$ cat src/rtl/icache_refill_master.sv
// I-cache line refill master: one miss -> one AXI INCR read burst -> one line.
// Optional watchdog enabled with `define ICACHE_REFILL_TIMEOUT_EN.
module icache_refill_master #(
    parameter int AXI_ADDR_WIDTH = 32,
    parameter int LINE_BYTES     = 32,
    parameter int BEATS          = LINE_BYTES / 4,
    parameter int TIMEOUT_CYCLES = 256
) (
    input  logic                      clk,
    input  logic                      rst,
    input  logic                      req_valid,
    input  logic [AXI_ADDR_WIDTH-1:0] req_addr,
    output logic                      req_ready,
    output logic                      resp_valid,
    output logic [LINE_BYTES*8-1:0]   resp_data,
    output logic                      resp_err,
    output logic                      arvalid,
    input  logic                      arready,
    output logic [AXI_ADDR_WIDTH-1:0] araddr,
    output logic [7:0]                arlen,
    output logic [2:0]                arsize,
    output logic [1:0]                arburst,
    input  logic                      rvalid,
    output logic                      rready,
    input  logic [31:0]               rdata,
    input  logic                      rlast,
    input  logic [1:0]                rresp
);

    localparam int OFF = $clog2(LINE_BYTES);
    localparam int CW  = (BEATS > 1) ? $clog2(BEATS) : 1;

    typedef enum logic [1:0] {
        S_IDLE,
        S_AR,
        S_R,
        S_DONE
    } state_t;

    state_t                      r_state;
    state_t                      w_next;
    logic [AXI_ADDR_WIDTH-1:0]   r_addr;
    logic [CW-1:0]               r_cnt;
    logic                        r_err;
    logic [BEATS-1:0][31:0]      r_line;

    logic w_req_hs;
    logic w_ar_hs;
    logic w_beat;
    logic w_last_cnt;
    logic w_r_end;
    logic w_tmo;
    logic w_tmo_abort;

    assign w_req_hs   = req_valid && req_ready;
    assign w_ar_hs    = (r_state == S_AR) && arready;
    assign w_beat     = (r_state == S_R) && rvalid;
    assign w_last_cnt = (r_cnt == CW'(BEATS - 1));
    assign w_r_end    = w_beat && (rlast || w_last_cnt);

`ifdef ICACHE_REFILL_TIMEOUT_EN
    localparam int TW = $clog2(TIMEOUT_CYCLES + 1);
    logic [TW-1:0] r_wdog;

    // Watchdog: restarts on each AR/R handshake, counts while waiting on AXI
    always_ff @(posedge clk or posedge rst) begin
        if (rst) begin
            r_wdog <= '0;
        end else if (r_state == S_IDLE || w_ar_hs || w_beat) begin
            r_wdog <= '0;
        end else if (r_state == S_AR || r_state == S_R) begin
            r_wdog <= r_wdog + TW'(1);
        end
    end

    assign w_tmo = (r_wdog == TW'(TIMEOUT_CYCLES));
`else
    assign w_tmo = 1'b0;
`endif

    assign w_tmo_abort = w_tmo &&
        ((r_state == S_AR && !w_ar_hs) || (r_state == S_R && !w_r_end));

    // State register
    always_ff @(posedge clk or posedge rst) begin
        if (rst) begin
            r_state <= S_IDLE;
        end else begin
            r_state <= w_next;
        end
    end

    // Next-state decode
    always_comb begin
        w_next = r_state;
        unique case (r_state)
            S_IDLE: if (w_req_hs) w_next = S_AR;
            S_AR:   if (w_ar_hs || w_tmo_abort) w_next = S_R;
            S_R:    if (w_r_end || w_tmo_abort) w_next = S_DONE;
            S_DONE: w_next = S_IDLE;
            default: w_next = S_IDLE;
        endcase
        if (r_state == S_AR && w_tmo_abort) begin
            w_next = S_DONE;
        end
    end

    // Output decode from the registered state
    always_comb begin
        req_ready  = 1'b0;
        arvalid    = 1'b0;
        rready     = 1'b0;
        resp_valid = 1'b0;
        resp_err   = 1'b0;
        unique case (r_state)
            S_IDLE: req_ready = !rst;
            S_AR:   arvalid = 1'b1;
            S_R:    rready = 1'b1;
            S_DONE: begin
                resp_valid = 1'b1;
                resp_err   = r_err;
            end
            default: ;
        endcase
    end

    // Request latch, beat assembly and sticky error tracking
    always_ff @(posedge clk or posedge rst) begin
        if (rst) begin
            r_addr <= '0;
            r_cnt  <= '0;
            r_err  <= 1'b0;
            r_line <= '0;
        end else begin
            if (w_req_hs) begin
                r_addr <= {req_addr[AXI_ADDR_WIDTH-1:OFF], {OFF{1'b0}}};
                r_cnt  <= '0;
                r_err  <= 1'b0;
            end
            if (w_beat) begin
                r_line[r_cnt] <= rdata;
                r_cnt         <= r_cnt + CW'(1);
                // rlast disagreeing with the count only happens on the final beat
                if (rresp != 2'b00 || rlast != w_last_cnt) begin
                    r_err <= 1'b1;
                end
            end
            if (w_tmo_abort) begin
                r_err <= 1'b1;
            end
        end
    end

    assign araddr    = r_addr;
    assign arlen     = 8'(BEATS - 1);
    assign arsize    = 3'b010;
    assign arburst   = 2'b01;
    assign resp_data = r_line;

endmodule

$ cat config.mk
export PLATFORM = sky130hd
export DESIGN_NAME = icache_refill_master
export DESIGN_NICKNAME = d
export VERILOG_FILES = /design/src/rtl/icache_refill_master.sv
export SDC_FILE = /design/constraint.sdc
export NUM_CORES = 1
export LEC_CHECK = 0
export ABC_AREA = 1
export CAP_MARGIN = 20
export CORE_MARGIN = 5
export CORE_UTILIZATION = 49
export DETAILED_ROUTE_END_ITERATION = 7
export MAX_ROUTING_LAYER = met4
export PLACE_DENSITY = 0.84
export SLEW_MARGIN = 0
export SYNTH_ARGS = -nofsm -noshare
export SYNTH_HDL_FRONTEND = slang
export SYNTH_SLANG_ARGS = --single-unit
export TNS_END_PERCENT = 100
$ cat constraint.sdc
create_clock -name clk -period 27.7 [get_ports clk]
set_clock_uncertainty 0.1 [all_clocks]
set_input_delay 2.77 -clock clk [delete_from_list [all_inputs] [get_ports clk]]
set_output_delay 2.77 -clock clk [all_outputs]
set_load 0.05 [all_outputs]
==> impl_metrics.prom <==
# TYPE chip_impl_metric gauge
chip_impl_metric{name="diode_insertion_count_for_antenna_repair",unit=""} 0
chip_impl_info{name="synth.cells.most_frequent",value="sky130_fd_sc_hd__nand2_1 (322), sky130_fd_sc_hd__dfrtp_1 (289), sky130_fd_sc_hd__o21ai_1 (196)"} 1
chip_impl_metric{name="core",unit="sq um"} 22700
chip_impl_info{name="post-synth-top-count-cell",value="sky130_fd_sc_hd__nand2_1"} 1
chip_impl_metric{name="area_overhead_vs_synth",unit="%"} 38.1
chip_impl_metric{name="p_int",unit="W"} 0.00121
chip_impl_info{name="crit_path_start_kind",value="input pin"} 1
chip_impl_metric{name="net_switching_power_figure",unit="W"} 0.00111
chip_impl_info{name="critPathSlowestCell",value="sky130_fd_sc_hd__clkdlybuf4s50_1"} 1
chip_impl_metric{name="pwr_density_cell",unit="nW/um^2"} 149
chip_impl_metric{name="crit_path_max_fanout",unit=""} 29
chip_impl_metric{name="synth_simple_gate_area_share",unit="%"} 13.6
chip_impl_metric{name="grtUsageTotal",unit="%"} 24.3
chip_impl_metric{name="groute.layer.met2.usage",unit="%"} 40.0
chip_impl_metric{name="power.leakage",unit="nW"} 7.31
chip_impl_metric{name="synth_enable_flop_cells",unit=""} 0
chip_impl_metric{name="die_y",unit="um"} 162
chip_impl_metric{name="cts_inserted_buffers",unit=""} 30
chip_impl_metric{name="setup_violations",unit=""} 0
chip_impl_metric{name="grt_start_max_net_pins",unit=""} 157
chip_impl_metric{name="timing_worst_slew_pin_value",unit="ns"} 0.932
chip_impl_metric{name="ioPinCount",unit=""} 378
chip_impl_metric{name="synthArstFlopShare",unit="%"} 100
chip_impl_metric{name="gp_congestion",unit=""} 0.785
chip_impl_metric{name="seq_area",unit="sq um"} 7230
chip_impl_info{name="yosysTopAreaCell",value="sky130_fd_sc_hd__dfrtp_1"} 1
chip_impl_metric{name="mean_number_of_vias_per_cell",unit=""} 5.19
chip_impl_metric{name="fillers",unit=""} 1635
chip_impl_info{name="unrepaired_setup_endpoints_after_global_routing",value="no"} 1
chip_impl_metric{name="seq_power_share",unit="%"} 29.7
chip_impl_metric{name="grt_pass1_vias",unit=""} 8898
chip_impl_metric{name="fin_worst_hold_slack",unit="ns"} 0.373
chip_impl_metric{name="synthDominantCellAreaShare",unit="%"} 64.0
chip_impl_info{name="run_status",value="finished, final reports clean"} 1
chip_impl_metric{name="global_route.usage.met1",unit="%"} 30.0
chip_impl_metric{name="clock_latency",unit="ns"} 0.53
chip_impl_metric{name="synth-compound-area-share",unit="%"} 13.6
chip_impl_metric{name="grt_overflow",unit=""} 0
chip_impl_info{name="crit_path_frequent_cell",value="sky130_fd_sc_hd__clkdlybuf4s50_1"} 1
chip_impl_metric{name="max-vdd-ir-drop",unit="mV"} 0.0905
chip_impl_metric{name="share_clk_of_total_power",unit="%"} 17.3
chip_impl_metric{name="syn-cell-area",unit="sq um"} 11300
chip_impl_metric{name="nets",unit=""} 1462
chip_impl_metric{name="yosysSeqAreaShare",unit="%"} 64.0
chip_impl_metric{name="maxSlewViolCount",unit=""} 0
chip_impl_metric{name="ys_types",unit=""} 23
chip_impl_metric{name="maxClockFrequency",unit="GHz"} 0.133
chip_impl_metric{name="combinationalPowerShare",unit="%"} 52.9
chip_impl_metric{name="place_hpwl",unit="mm"} 20.8
chip_impl_info{name="root_buffer",value="sky130_fd_sc_hd__clkbuf_16"} 1
chip_impl_metric{name="postSynthAreaPerCell",unit="sq um"} 10.8
chip_impl_info{name="ys_dominant_reg_cell",value="sky130_fd_sc_hd__dfrtp_1"} 1
chip_impl_metric{name="post_synth_inst_count",unit=""} 1051
chip_impl_metric{name="post-route-min-period",unit="ns"} 7.50
chip_impl_metric{name="synth_xor_area_share",unit="%"} 0
chip_impl_metric{name="globalRouteMet3Util",unit="%"} 5.73
chip_impl_metric{name="crit_arrival",unit="ns"} 4.63
chip_impl_metric{name="report.final.hold_viol_count",unit=""} 0
chip_impl_metric{name="synth.ff_latch_count",unit=""} 289
chip_impl_metric{name="critical_path_buf_inv_count",unit=""} 3
chip_impl_metric{name="die-area",unit="sq um"} 26200
chip_impl_info{name="grt_busiest_layer",value="met2"} 1
chip_impl_metric{name="synthAdderAreaFrac",unit="%"} 0.775
chip_impl_metric{name="port-buffer-count",unit=""} 354
chip_impl_info{name="dominant_combinational_cell_family_by_area_after_synthesis",value="simple AND/OR/NAND/NOR gates"} 1
chip_impl_metric{name="synth.yosys.warnings",unit=""} 0
chip_impl_metric{name="fp.dieW",unit="um"} 162
chip_impl_metric{name="post_synthesis_mux_area_share",unit="%"} 0
chip_impl_metric{name="drt_first_iter_violations",unit=""} 550
chip_impl_metric{name="worst_slew_margin_rel",unit="%"} 37.7
chip_impl_metric{name="detailedRoute.firstPassIterationCount",unit=""} 5
chip_impl_metric{name="accumulated_negative_setup_slack",unit="ns"} 0
chip_impl_metric{name="drcViolationCount",unit=""} 0
chip_impl_metric{name="clkTransAtPathRegs",unit="ns"} 0.06
chip_impl_info{name="cts_tree",value="built"} 1
chip_impl_metric{name="cts_post_setup_buffers_inserted",unit=""} 0
chip_impl_metric{name="max_cap_violations",unit=""} 0
chip_impl_metric{name="start_util",unit="%"} 49.8
chip_impl_metric{name="cts_hold_buf",unit=""} 0
chip_impl_metric{name="drt-total-wl",unit="mm"} 31.7
chip_impl_metric{name="post_route_cells_drive_above_1_share",unit="%"} 9.18
chip_impl_metric{name="worst_ep_required_time",unit="ns"} 24.83
chip_impl_metric{name="cts_max_level",unit=""} 1
chip_impl_metric{name="antenna_found_initial",unit=""} 0
chip_impl_metric{name="timing.critical_path.slowest_cell_delay",unit="ns"} 0.87
chip_impl_info{name="hold_class",value="reg2reg"} 1
chip_impl_metric{name="max-clock-path-buffers",unit=""} 3
chip_impl_metric{name="quantity_of_gates_resized_following_cts",unit=""} 0
chip_impl_info{name="synth.area.top_cells",value="sky130_fd_sc_hd__dfrtp_1 (64%), sky130_fd_sc_hd__nand2_1 (11%), sky130_fd_sc_hd__o21ai_1 (8.7%), sky130_fd_sc_hd__o21ai_2 (4.7%), sky130_fd_sc_hd__buf_6 (4.3%)"} 1
chip_impl_metric{name="period_share",unit="%"} 27.1
chip_impl_metric{name="multi_input_area",unit="sq um"} 3230
chip_impl_metric{name="netSwitchingFraction",unit="%"} 48.0
chip_impl_metric{name="vias",unit=""} 8771
chip_impl_info{name="worstSetupPathType",value="in2out"} 1
chip_impl_metric{name="grt_pass1_wl",unit="mm"} 49.3
chip_impl_metric{name="num_rows",unit=""} 55
chip_impl_metric{name="clock_sinks",unit=""} 289
chip_impl_info{name="worst_setup_path_end_kind",value="primary output"} 1
chip_impl_metric{name="detail_route.wl_per_cell",unit="um"} 18.8
chip_impl_info{name="worstPathCellList",value="clkdlybuf4s50_1, nor2_1, buf_4, clkdlybuf4s50_1"} 1
chip_impl_metric{name="post_route_antenna_net_violation_count",unit=""} 0
chip_impl_info{name="cpLargestDelayFamily",value="buffers and inverters"} 1
stage by stage:
stage / util (%) / power, W / cell area (sq um) / worst slack (ns) / instances
finish: 68.7 / 0.00232 / 15600 / 20.20 / 1690
global route: 68.7 / 0.00242 / 15600 / 20.16 / 1690
CTS: 68.6 / 0.00234 / 15600 / 20.21 / 1689
detailed placement: 64.2 / 0.00192 / 14600 / 20.21 / 1635
global placement: 64.2 / 0.00189 / 14600 / 20.22 / 1635
floorplan: - / 0.00149 / 11400 / 16.85 / 1067
final cells by class:
class	instances	area share, %
clock buffer	42	5.69
clock inverter	12	0.746
inverter	46	1.15
multi-input combinational	657	20.7
sequential	289	46.4
tap	285	2.29
timing repair buffer	359	23.1
worst min-delay path, delay by kind of cell, from the launching register on:
kind,cells,cell delay (ns)
DFF,1,0.34
and+or+nand+nor,2,0.10
layout by cell type, fill, tap and decap left out, types with 8 or more instances in the layout:
| master | Yosys | routed |
|---|---|---|
| sky130_fd_sc_hd__clkbuf_16 | 0 | 31 |
| sky130_fd_sc_hd__clkdlybuf4s50_1 | 0 | 354 |
| sky130_fd_sc_hd__clkinv_2 | 0 | 8 |
| sky130_fd_sc_hd__conb_1 | 2 | 18 |
| sky130_fd_sc_hd__dfrtp_1 | 289 | 289 |
| sky130_fd_sc_hd__inv_1 | 45 | 44 |
| sky130_fd_sc_hd__nand2_1 | 322 | 322 |
| sky130_fd_sc_hd__nand2_4 | 9 | 9 |
| sky130_fd_sc_hd__nand3_1 | 30 | 30 |
| sky130_fd_sc_hd__o21ai_1 | 196 | 196 |
| sky130_fd_sc_hd__o21ai_2 | 60 | 60 |
per-layer routing:
metal	vias up	part of all wire (%)
li1	4061	-
met5	-	0
met3	69	8.2
met1	4269	40
met4	0	3.1
met2	372	49
state kept, by name (all words and copies together) (netlist names):
| signal | flops |
|---|---|
| resp_data | 256 |
| araddr | 27 |
| r_cnt | 3 |
| r_state | 2 |
| r_err | 1 |
power groups by stage:
stage | Sequential, W | Clock, W | Combinational [W]
4_1_cts | 0.000690 | 0.000410 | 0.00124
3_3_place_gp | 0.000683 | 0 | 0.00121
3_5_place_dp | 0.000692 | 0 | 0.00123
6_report | 0.000691 | 0.000403 | 0.00123
5_1_grt | 0.000711 | 0.000430 | 0.00128
2_1_floorplan | 0.00126 | 0 | 0.000229
worst paths after layout:
check                           startpoint             to  slack [ns]  cells past startpoint
min in group asynchronous              rst     araddr[26]        2.56                      2
worst min-delay path            araddr[11]     araddr[11]        0.37                      2
worst max-delay path                   rst      req_ready       20.20                      4
max in group asynchronous              rst  resp_data[43]       23.02                      4
worst max register to register  r_state[0]       r_cnt[2]       25.22                      8
worst min register to register  araddr[11]     araddr[11]        0.37                      2
kinds of logic after synthesis:
kind of cell	after synthesis
simple gates	371
buf+inv	121
flops	289
compound gates	261
fa+ha+maj	7
other cells	2
No activity file was read; power rests on OpenSTA's default activity.
==> RTL change 1, RTL diff (config.mk and constraints unchanged) <==
Add a define of `ICACHE_REFILL_TIMEOUT_EN`.
--- a/src/rtl/icache_refill_master.sv
+++ b/src/rtl/icache_refill_master.sv
@@ -1,5 +1,7 @@
 // I-cache line refill master: one miss -> one AXI INCR read burst -> one line.
 // Optional watchdog enabled with `define ICACHE_REFILL_TIMEOUT_EN.
+`define ICACHE_REFILL_TIMEOUT_EN
+
 module icache_refill_master #(
     parameter int AXI_ADDR_WIDTH = 32,
     parameter int LINE_BYTES     = 32,
Behaviour: same outputs for any inputs over 4 cycles, from zero or initial values and one cycle with rst high; that may be too few to reach the edited logic, so the function may still have changed.
==> RTL change 1 against the unedited design <==
  * Synthesized area decreased by 1.2%
  * Setup slack improved by 0.40 ns
  * Routed wire length increased by 4.7%
  * Count of clock-buffer cells in the layout increased by 4
  * Sequential cell count increased by 9
  * Total power decreased by 1.6%
  * Fmax increased by 5.7%
  * Register-to-register slack got worse by 0.61 ns
  * Synthesized cell count increased by 6.9%
  * Design area increased by 1.7%
==> RTL change 1: results (changes against the unedited design) <==
Outcome
  • Status: complete, no violations

Pwr
  • Sw power: 1.09 mW (-2.1%)
  • Peak VDD IR: 0.104 mV (+15%)
  • Leakage: 7.43 nW (+1.7%)

Setup path
  • Critical Path AT: 4.23 ns (-0.40 ns)
  • Largest incremental delay on the critical path: 0.81 ns (-0.06 ns)
  • Reg2reg path depth: 6 (-2)
  • Worst-path maximum fanout: 2 (-93%)
  • CP top delay family: buffers and inverters

Final layout
  • Post-route insts no fill: 1771 (+4.8%)
  • Layout cells sized above 1: 0.0451 (-0.0467)
  • Nets: 1546 (+5.7%)

Place
  • IO Port Bufs: 354 (unchanged)
  • Worst slack, placed: 20.60 ns (+0.392 ns)
  • Placed cells: 1713 (+4.8%)
  • HPWL reported at the end of detailed placement: 22200 microns (+6.8%)
  • DP Area: 14800 sq um (+1.7%)
  • RD Place Congestion: 0.822 (+4.6%)

Yosys
  • Most frequent cells after synthesis: nand2_1 (368), dfrtp_1 (298), o21ai_0 (264)
  • Synth Instances: 1124 (+6.9%)
  • Top post-synthesis cells by area: dfrtp_1 (67%), nand2_1 (12%), o21ai_0 (12%), inv_1 (2.0%), buf_2 (1.3%)
  • Synth cell types: 21 (-8.7%)
  • Seq/Total Area, Yosys: 0.668 (+0.0280)

Route
  • Via count: 9287 (+5.9%)
  • 1st-pass router iterations: 5 (unchanged)
  • DR iter-0 viols: 732 (+33%)
  • DR WL/cell: 18.8 microns (-0.10%)

GRT
  • Largest net degree at the start of global routing: 164 (+4.5%)
  • First-pass GRT wire length: 51800 microns (+5.1%)
  • Number of global-route vias before repair: 9375 (+5.4%)
  • GRT Util Overall: 0.257 (+0.0147)

Clock network
  • PostCTS Resize Cnt: 0 (unchanged)

Min path
  • Hold Path Class: reg2reg

Timing
  • Relative slew margins: 0.258 (-0.119)
RTL change 1: worst paths after layout:
kind	from	end	slack, ns
max in group asynchronous	rst	resp_data[113]$_DFFE_PP0P_	23.35
worst min-delay path	araddr[26]$_DFFE_PP0P_	araddr[26]$_DFFE_PP0P_	0.37
worst max register to register	r_state[0]$_DFFE_PP0P_	r_cnt[1]$_DFFE_PP0P_	24.61
min in group asynchronous	rst	araddr[11]$_DFFE_PP0P_	2.71
worst min register to register	araddr[26]$_DFFE_PP0P_	araddr[26]$_DFFE_PP0P_	0.37
worst max-delay path	rst	req_ready	20.60
RTL change 1: cells by family (layout without fill, tap and decap cells):
kind of cell / count (synthesis) / in the layout / synth area share
other cells: 2 / 18 / 0.000673
fa+ha+maj: 11 / 11 / 0.0123
compound gates: 270 / 270 / 0.121
xor+xnor: 1 / 1 / 0.000785
buf+inv: 132 / 478 / 0.0537
flops: 298 / 298 / 0.668
simple gates: 410 / 410 / 0.143
RTL change 1: layout make-up:
cell class	instances	area (sq um)
fill	1650	6710
multi-input combinational	710	3170
timing repair buffer	363	3660
inverter	60	233
sequential	298	7460
clock buffer	46	892
clock inverter	9	98.8
tap	285	357
RTL change 1: layer usage:
| layer | track usage | share of wire | vias up |
|---|---|---|---|
| li1 | - | - | 4254 |
| met1 | 0.310 | 0.38 | 4527 |
| met2 | 0.429 | 0.49 | 432 |
| met3 | 0.0667 | 0.093 | 74 |
| met4 | 0.0791 | 0.032 | 0 |
| met5 | - | 0 | - |
RTL change 1: power groups by stage:
stage               clock (mW)  combinational [mW]  sequential, mW
detailed placement           0                1.18           0.703
finish                   0.405                1.18           0.701
global placement             0                1.16           0.694
CTS                      0.410                1.19           0.701
global route             0.430                1.24           0.722
floorplan                    0               0.193            1.26
RTL change 1: worst register-to-register path: cells and delay by family, from the launching register on:
kind / cells / cell delay (ns)
AOI/OAI and AO/OA: 1 / 0.11
adders and majority gates: 1 / 0.18
buffers and inverters: 2 / 0.92
DFF: 1 / 0.44
and+or+nand+nor: 2 / 1.22
==> RTL change 2, RTL diff (same settings) <==
Without the edit above. The 4 states of `state_t` get a one-hot encoding in 4 bits.
--- a/src/rtl/icache_refill_master.sv
+++ b/src/rtl/icache_refill_master.sv
@@ -30,11 +30,11 @@
     localparam int OFF = $clog2(LINE_BYTES);
     localparam int CW  = (BEATS > 1) ? $clog2(BEATS) : 1;
 
-    typedef enum logic [1:0] {
-        S_IDLE,
-        S_AR,
-        S_R,
-        S_DONE
+    typedef enum logic [3:0] {
+        S_IDLE = 4'b0001,
+        S_AR   = 4'b0010,
+        S_R    = 4'b0100,
+        S_DONE = 4'b1000
     } state_t;
 
     state_t                      r_state;
Check against the original RTL: no difference found for any inputs over 4 cycles, from zero or initial values and one cycle with rst high; so few cycles prove little.
==> RTL change 2 against the unedited design <==
  * Via count increased by 22%
  * Highest routed layer unchanged
  * Setup slack improved by 0.016 ns
  * Final cell count increased by 16%
  * Synthesized area grew 4.8%
  * Worst hold slack worse by 0.0039 ns
  * Synthesized cell count is 28% higher
  * Sequential cell count grew 2
  * Design area rose by 5.2%
  * Routed wire length up 24%
Power is not compared: it rests on default switching activity, and its combinational part moved more than twofold at a synthesized area within 25%.
==> RTL change 2: results (changes against the unedited design) <==
Final layout
  • Post-route insts no fill: 1968 (+16%)
  • Final Cell Area: 16400 sq um (+5.2%)
  • Layout cells sized above 1: 0.0497 (-0.0421)
  • Clock buf count: 45 (+7.1%)
  • Fillers: 1770 (+8.3%)
  • Inverters, non-clock: 13 (-72%)
  • Footprint of the multi-input gates: 3940 sq um (+22%)
  • Count of flip-flops and latches: 291 (+0.69%)

Setup path
  • FF-to-FF End: resp_data[157]$_DFFE_PP0P_
  • Reg2reg path depth: 9 (+1)
  • R2r setup slk: 23.66 ns (-1.56 ns)

GRT
  • First-pass GRT wire length: 59500 microns (+21%)
  • GR Util met2: 0.477 (+0.0763)
  • Met1 usage in global routing: 0.350 (+0.0502)
  • Met3 usage: 0.0692 (+0.0119)
  • Largest net degree at the start of global routing: 144 (-8.3%)

Place
  • RD Place Congestion: 0.844 (+7.5%)
  • DP Area: 15400 sq um (+5.5%)
  • HPWL reported at the end of detailed placement: 25900 microns (+25%)
  • Worst slack, placed: 19.59 ns (-0.627 ns)
  • Placed cells: 1912 (+17%)

Yosys
  • Post-synthesis adder-cell area fraction: 0.00317 (-0.00458)
  • Seq/Total Area, Yosys: 0.615 (-0.0248)
  • Most frequent cells after synthesis: nand2_1 (588), dfrtp_1 (290), nand3_1 (222)
  • Synth cell types: 22 (-4.3%)

Outcome
  • Status: complete, no violations

Route
  • Metal3 WL: 4140 microns (+58%)
  • DR iter-0 viols: 965 (+75%)
  • DR WL/cell: 20.0 microns (+6.6%)
  • Routed via count divided by cell count: 5.42 (+4.5%)

Min path
  • Min-delay src: resp_data[78]$_DFFE_PP0P_

Timing
  • Slew @ Worst Pin: 1.12 ns (+0.189 ns)

Clock network
  • CTS Buf Count: 31 (+3.3%)

Floorplan
  • Row cnt: 56 (+1.8%)
## RTL change 2: changes by cell type in the layout (fill, tap and decap cells not counted), sizes merged, moves of 4 or more
cell   unedited run  this run
buf               5        14
inv              47        13
nor2              6        16
nand3            30       223
nand2           331       588
ha                7         3
o21ai           260        69
## RTL change 2: critical path, stage by stage
cell and delay [ns]:
clkdlybuf4s50_1 0.55, nor2_2 0.24, buf_8 0.22, clkdlybuf4s50_1 0.83
## RTL change 2: worst min-delay path by stage
| stage | to | slack (ns) | cells past startpoint |
|---|---|---|---|
| global placement | resp_data[73]$_DFFE_PP0P_ | 0.35 | 2 |
| floorplan | r_err$_DFF_PP0_ | 0.35 | 2 |
| CTS | resp_data[243]$_DFFE_PP0P_ | 0.37 | 2 |
| finish | resp_data[78]$_DFFE_PP0P_ | 0.37 | 2 |
| global route | resp_data[124]$_DFFE_PP0P_ | 0.39 | 2 |
| detailed placement | resp_data[146]$_DFFE_PP0P_ | 0.36 | 2 |
